==> src/rtl/rgb_pwm_decoder.sv <==
// rtl/rgb_pwm_decoder.sv - measures per-window PWM duty of each RGB line and infers the hue sector
module rgb_pwm_decoder #(
   parameter int PWM_INTERVAL = 1200,
   parameter bit ACTIVE_LOW   = 1'b1,
   localparam int DW          = $clog2(PWM_INTERVAL + 1)
) (
   input  logic          clk,
   input  logic          rst,
   input  logic          RGB_R,
   input  logic          RGB_G,
   input  logic          RGB_B,
   output logic [DW-1:0] R_duty,
   output logic [DW-1:0] G_duty,
   output logic [DW-1:0] B_duty,
   output logic          duty_valid,
   output logic [2:0]    sector,
   output logic          sector_valid,
   output logic          sector_change
);

   localparam logic [1:0] DISCARD = 2'd0;
   localparam logic [1:0] PRIME   = 2'd1;
   localparam logic [1:0] TRACK   = 2'd2;

   localparam logic [2:0] C_LOW  = 3'd0;
   localparam logic [2:0] C_HIGH = 3'd1;
   localparam logic [2:0] C_INC  = 3'd2;
   localparam logic [2:0] C_DEC  = 3'd3;
   localparam logic [2:0] C_MID  = 3'd4;

   localparam logic [DW-1:0] LAST = DW'(PWM_INTERVAL - 1);
   localparam logic [DW-1:0] FULL = DW'(PWM_INTERVAL);
   localparam logic [2:0]    UNKNOWN = 3'd7;

   // channel index 0 = red, 1 = green, 2 = blue throughout
   logic [2:0]    pin;
   logic [2:0]    sync1;
   logic [2:0]    sync2;
   logic [2:0]    lit;
   logic [DW-1:0] cnt;
   logic          win_end;
   logic [1:0]    state;
   logic          eval_pend;
   logic [DW-1:0] acc  [3];
   logic [DW-1:0] duty [3];
   logic [DW-1:0] prev [3];
   logic [2:0]    cls  [3];
   logic [2:0]    sector_next;

   assign pin     = {RGB_B, RGB_G, RGB_R};
   assign lit     = ACTIVE_LOW ? ~sync2 : sync2;
   assign win_end = (cnt == LAST);

   assign R_duty = duty[0];
   assign G_duty = duty[1];
   assign B_duty = duty[2];

   // extremes win over the trend so a pinned channel reads HIGH/LOW, not INC/DEC
   function automatic logic [2:0] classify(input logic [DW-1:0] cur, input logic [DW-1:0] old);
      if (cur == FULL)
         return C_HIGH;
      else if (cur == '0)
         return C_LOW;
      else if (cur > old)
         return C_INC;
      else if (cur < old)
         return C_DEC;
      else
         return C_MID;
   endfunction

   always_comb begin
      for (int i = 0; i < 3; i++)
         cls[i] = classify(duty[i], prev[i]);
      sector_next = UNKNOWN;
      case ({cls[0], cls[1], cls[2]})
         {C_HIGH, C_INC,  C_LOW }: sector_next = 3'd0;
         {C_DEC,  C_HIGH, C_LOW }: sector_next = 3'd1;
         {C_LOW,  C_HIGH, C_INC }: sector_next = 3'd2;
         {C_LOW,  C_DEC,  C_HIGH}: sector_next = 3'd3;
         {C_INC,  C_LOW,  C_HIGH}: sector_next = 3'd4;
         {C_HIGH, C_LOW,  C_DEC }: sector_next = 3'd5;
         default:                  sector_next = UNKNOWN;
      endcase
   end

   always_ff @(posedge clk) begin
      if (rst) begin
         sync1         <= '0;
         sync2         <= '0;
         cnt           <= '0;
         state         <= DISCARD;
         eval_pend     <= 1'b0;
         duty_valid    <= 1'b0;
         sector        <= UNKNOWN;
         sector_valid  <= 1'b0;
         sector_change <= 1'b0;
         for (int i = 0; i < 3; i++) begin
            acc[i]  <= '0;
            duty[i] <= '0;
            prev[i] <= '0;
         end
      end else begin
         sync1         <= pin;
         sync2         <= sync1;
         cnt           <= win_end ? '0 : cnt + DW'(1);
         duty_valid    <= 1'b0;
         eval_pend     <= 1'b0;
         sector_valid  <= 1'b0;
         sector_change <= 1'b0;

         // the sample on the window-end edge belongs to the closing window
         for (int i = 0; i < 3; i++)
            acc[i] <= win_end ? '0 : acc[i] + DW'(lit[i]);

         if (win_end) begin
            case (state)
               DISCARD: state <= PRIME;
               PRIME: begin
                  state      <= TRACK;
                  duty_valid <= 1'b1;
                  for (int i = 0; i < 3; i++)
                     duty[i] <= acc[i] + DW'(lit[i]);
               end
               TRACK: begin
                  duty_valid <= 1'b1;
                  eval_pend  <= 1'b1;
                  for (int i = 0; i < 3; i++)
                     duty[i] <= acc[i] + DW'(lit[i]);
               end
               default: state <= DISCARD;
            endcase
         end

         if (duty_valid) begin
            for (int i = 0; i < 3; i++)
               prev[i] <= duty[i];
         end

         if (eval_pend) begin
            sector        <= sector_next;
            sector_valid  <= 1'b1;
            sector_change <= (sector_next != sector) && (sector_next != UNKNOWN) && (sector != UNKNOWN);
         end
      end
   end

endmodule
==> config.mk <==
export PLATFORM = sky130hd
export DESIGN_NAME = rgb_pwm_decoder
export DESIGN_NICKNAME = d
export VERILOG_FILES = /design/src/rtl/rgb_pwm_decoder.sv
export SDC_FILE = /design/constraint.sdc
export NUM_CORES = 1
export LEC_CHECK = 0
export BUFFER_PORTS_ARGS = -buffer_cell sky130_fd_sc_hd__buf_2
export CAP_MARGIN = 20
export CORE_MARGIN = 4
export CORE_UTILIZATION = 42
export CTS_BUF_LIST = sky130_fd_sc_hd__clkbuf_2
export DETAILED_ROUTE_END_ITERATION = 10
export PLACE_DENSITY = 0.62
export SLEW_MARGIN = 20
export SYNTH_ARGS = -nofsm -noshare
export SYNTH_HDL_FRONTEND = slang
export SYNTH_SLANG_ARGS = --single-unit
==> constraint.sdc <==
create_clock -name clk -period 6.8 [get_ports clk]
set_clock_uncertainty 0.05 [all_clocks]
set_input_delay 1.02 -clock clk [delete_from_list [all_inputs] [get_ports clk]]
set_output_delay 1.02 -clock clk [all_outputs]
set_load 0.1 [all_outputs]
Word level (Yosys, flattened, before mapping)
Memory sizes are Yosys's and may differ from the RTL's.
Cells that the tools add are included.
Cells by class
  multiplexer cells: 45
  bitwise operators: 16
  equal/unequal tests: 15
  magnitude comparators: 6
  reduce and logical (&&, ||, !) cells: 11
  add/subtract/negate cells: 4
Operator list (count)
  11-bit two-way mux: 15
  11-bit equality test, second input constant: 4
  3-bit two-way mux: 12
  11-bit by 1-bit adder with 11-bit output: 3
  11-bit > comparator: 3
  11-bit zero test: 3
  11-bit less-than comparator: 3
  9-bit by 7-bit equality test with 1-bit output, second input constant: 2
  9-bit by 8-bit equality test with 1-bit output, second input constant: 2
  3-bit case mux with 6 select lines: 1
  1-bit two-way mux: 16
  1-bit bitwise OR: 12
  11-bit by 1-bit adder with 11-bit output, second input constant: 1
  9-bit by 4-bit equality test with 1-bit output, second input constant: 1
  9-bit by 5-bit equality test with 1-bit output, second input constant: 1
  2-bit OR reduction: 4
  3-bit != test, second input constant: 2
  2-bit case mux with 3 select lines: 1
  3-bit != test: 1
  1-bit NOT: 3
  3-bit NOT: 1
  2-bit by 1-bit equality test with 1-bit output, second input constant: 1
  2-bit equality test, second input constant: 1
  1-bit logical AND: 2
  2 further kinds: 2
Word-level totals
  memories: 3
  output and inout bits: 39
  bits of input ports: 5
  flip-flop bits (word level): 26
  logic and storage cells: 109
  bits in writable memories: 99
Memories
  acc: depth 3, width 11, read ports 3, clocked after memory_dff 0, wr ports 3, line 44  | logic [DW-1:0] acc [3];
  duty: depth 3, width 11, read ports 3, clocked after memory_dff 0, wr ports 3, line 45  | logic [DW-1:0] duty [3];
  prev: depth 3, width 11, read ports 3, clocked after memory_dff 0, wr ports 3, line 46  | logic [DW-1:0] prev [3];

Depth between registers and ports, before layout
  depth after elaboration: 10
  gate-level depth with buffers: 10
  mapped depth without buffers: 10

Least setup slack after synthesis
OpenSTA, ideal clock, no wires.
  kind: reg-to-reg
  from: mem duty[0][26] (netlist bit)
  to: reg sector_change
  library setup time: 0.122 ns
  stages on the path, launching flop included: 10
  arrival time: 3.030 ns
  data required time: 6.628 ns
  path buffers: 0
  clock period less this slack: 3.202 ns
  slack: 3.598 ns
  path through: edfxtp_1 ha_1 a211o_1 o211ai_2 a31oi_1 or4_1 a21oi_1 and3b_2 a21oi_1 o311a_1
RTL lines
  start, declared: line 45
  end signal, assigned: line 143  | sector_change <= (sector_next != sector) && (sector_next != UNKNOWN) && (sector != UNKNOWN);
  end, declared: line 18  | output logic sector_change

==> flow_metrics.env <==
export IMPL_postPlaceCellArea_um2=6280
export IMPL_power_density_nw_per_um2=218
export IMPL_netlist_area_um2=5860
export IMPL_ys_types=54
export IMPL_core_um2=13500
export IMPL_p_leak_nw=2.67
export IMPL_fin_cells=790
export IMPL_fmax_mhz=341
export IMPL_drt_iter0_drc=216
export IMPL_syn_mean_instance_area_um2=10.7
export IMPL_fp_row_count=42
export IMPL_ir_drop_mv=0.0977
export IMPL_place_ws_ps=3900
export IMPL_cts_tree="built"
export IMPL_cts_buffers=17
export IMPL_synth_xor_area_share_pct=5.66
export IMPL_tightest_slew_ps=853
export IMPL_cap_violations=0
export IMPL_start_util_pct=43.5
export IMPL_wl_per_cell_um=14.7
export IMPL_die_w_um=126
export IMPL_numClockSinks=125
export IMPL_die_h_um=126
export IMPL_grt_pass1_wl_um=19700
export IMPL_grt_max_degree=34
export IMPL_setup_viol=0
export IMPL_worstHoldPathType="flop to flop"
export IMPL_synth_area_leaders="edfxtp_1, dfxtp_1, ha_1"
export IMPL_routabilityCongestion=0.825
export IMPL_synthToLayoutAreaGrowth_pct=10.4
export IMPL_maxSlewViolCount=0
export IMPL_muxShareOfSynthArea_pct=0
export IMPL_nets=650
export IMPL_critPathKind="flop to flop"
export IMPL_synth_cells=547
export IMPL_ios=44
export IMPL_status="complete, no violations"
export IMPL_relSlewSlack_pct=43.1
export IMPL_postCtsSetupBuffers=0
export IMPL_cts_repair_resized=0
export IMPL_synth_seq_cells=125
export IMPL_portBuffers=43
export IMPL_clockBufferDepth=2
export IMPL_drt_pass1_iter_count=4
export IMPL_cp_data_required_time_ps=7300
export IMPL_synthSimpleGateAreaFrac_pct=20.8
export IMPL_vias=3937
export IMPL_top_layer_used="met4"
export IMPL_finalPower_mw=1.41
export IMPL_wl_um=11600
export IMPL_grt_usage_pct=15.4
export IMPL_fin_crit_ps=2940
export IMPL_syn_num_nets=596
export IMPL_met1_length_um=5240
export IMPL_grt_pass1_vias=4019
export IMPL_synth_top_family_by_area="simple AND/OR/NAND/NOR gates"
export IMPL_synth_top_area_share_pct=33.8
export IMPL_stdcell_area_um2=6460
export IMPL_rsz0062_at_grt="no"
export IMPL_hpwl_um=8580
export IMPL_layout_drive_gt1_share_pct=16.0
export IMPL_arrival_ps=3430
export IMPL_cts_htree_levels=4
export IMPL_critPathMaxFanout=4
export IMPL_final_antenna_net_count=0
export IMPL_vias_per_cell=4.98
export IMPL_wl_met3_um=360
export IMPL_insertion_delay_ps=670
export IMPL_ys_warn_count=0
export IMPL_cts_reportedPaths_clkPinSlew_ps=160
export IMPL_ys_seq_area_share_pct=54.0
export IMPL_wl_met2_um=5840
export IMPL_clockRootBuffer="clkbuf_2"
export IMPL_worst_slack_ps=3860
export IMPL_fin_crit_sh_pct=43.2
export IMPL_holdBufCountCts=0
export IMPL_dieArea_um2=15900
export IMPL_yosys_area_share_adder_pct=9.40
export IMPL_startpoint_type="flop"
export IMPL_yosysTopAreaCell="edfxtp_1"
export IMPL_synth_compound_area_share_pct=6.07
export IMPL_totalNegativeSetupSlack_ps=0
export IMPL_cp_end_kind="flop"
export IMPL_antenna_cells=0
export IMPL_hold_viol=0
export IMPL_antenna_found_initial=0
export IMPL_dp_cells=758
export IMPL_drc=0
export IMPL_grt_overflow=0
==> stage by stage <==
step / util [%] / hold slack [ps]
final: 48.1 / 404
after global routing: 48.1 / 423
after CTS: 48.1 / 409
after detailed placement: 46.7 / 379
after global placement: 46.7 / 372
after floorplan: - / 363
==> cell type report <==
class	count	area, um2
Timing Repair Buffer	47	245
Tap cell	176	220
Fill cell	1247	6990
Multi-Input combinational cell	359	2460
Clock inverter	11	76.3
Clock buffer	21	105
Inverter	51	191
Sequential cell	125	3160
==> power breakdown <==
part	switching (mW)	total, mW	leakage, nW	internal [mW]
logic	0.135	0.176	1.42	0.0411
clock network	0.257	0.387	0.139	0.130
registers	0.0244	0.846	1.11	0.822
total	0.417	1.41	2.67	0.993
==> cell families (layout without fill, tap and decap cells) <==
group	Yosys count	in the layout
AOI/OAI and AO/OA	49	49
xor gates and xnor gates	37	37
adders and majority gates	44	44
buffers and inverters	63	130
DFF	125	125
and+or+nand+nor	229	229
==> worst max-delay path, stage by stage (launching register included) <==
cell and delay (ps):
edfxtp_1 500, ha_1 350, nand4_1 150, a211o_1 300, o2111ai_1 160, or4b_1 470, a21oi_1 290, and3b_2 230
a21oi_1 40, o311a_1 290
==> cells in the final DEF (no fill, tap or decap), drive strengths merged, types with 8 or more instances in the layout <==
master  Yosys  layout
a21oi      14      14
and2       37      37
and3       15      15
buf         0      47
clkbuf     12      21
clkinv      0       8
dfxtp      59      59
edfxtp     66      66
ha         44      44
inv        51      53
nand2      13      13
nand3      32      32
nand4       9       9
nor2       86      86
nor4       10      10
xnor2      10      10
xor2       27      27
==> cells in the mapped netlist, drive strengths merged <==
library cell	count
nand3b	3
nand2b	2
o2111ai	1
nand4	9
or3	1
inv	51
o21bai	1
o311a	1
or2	1
dfxtp	59
nor2b	7
nor3b	1
nor4	10
a211o	4
a2111oi	2
nand2	13
ha	44
and3	15
nor2	86
o21a	2
or4b	1
o21ai	7
nor3	5
nand3	32
o211a	3
a21o	2
a41o	1
edfxtp	66
o211ai	4
a31oi	3
clkbuf	12
and4	3
o221ai	1
or4	1
and2	37
and3b	2
xor2	27
o31ai	2
xnor2	10
a21oi	14
a31o	1
==> registers in the layout, indices dropped and copies added (netlist names) <==
register / flops
sector_change: 1
sync1: 3
sector: 3
state: 2
duty: 33
duty_valid: 1
sector_valid: 1
prev: 33
sync2: 3
cnt: 11
eval_pend: 1
acc: 33
==> path summary, 6_finish.rpt <==
path	start	endpoint	slack, ps	cells past startpoint
hold / removal	cnt[0]$_SDFF_PP0_	cnt[0]$_SDFF_PP0_	400	1
setup reg to reg	duty[0][8]$_DFFE_PP_	sector_change$_SDFF_PP0_	3860	9
setup / recovery	duty[0][8]$_DFFE_PP_	sector_change$_SDFF_PP0_	3860	9
hold reg to reg	cnt[0]$_SDFF_PP0_	cnt[0]$_SDFF_PP0_	400	1
==> metal layers <==
| metal | track usage (%) | vias up |
|---|---|---|
| li1 | - | 2008 |
| met4 | 5.55 | 0 |
| met3 | 3.77 | 16 |
| met2 | 26.1 | 57 |
| met1 | 19.3 | 1856 |
| met5 | 0 | - |
Power figures use the tool's default switching activity.
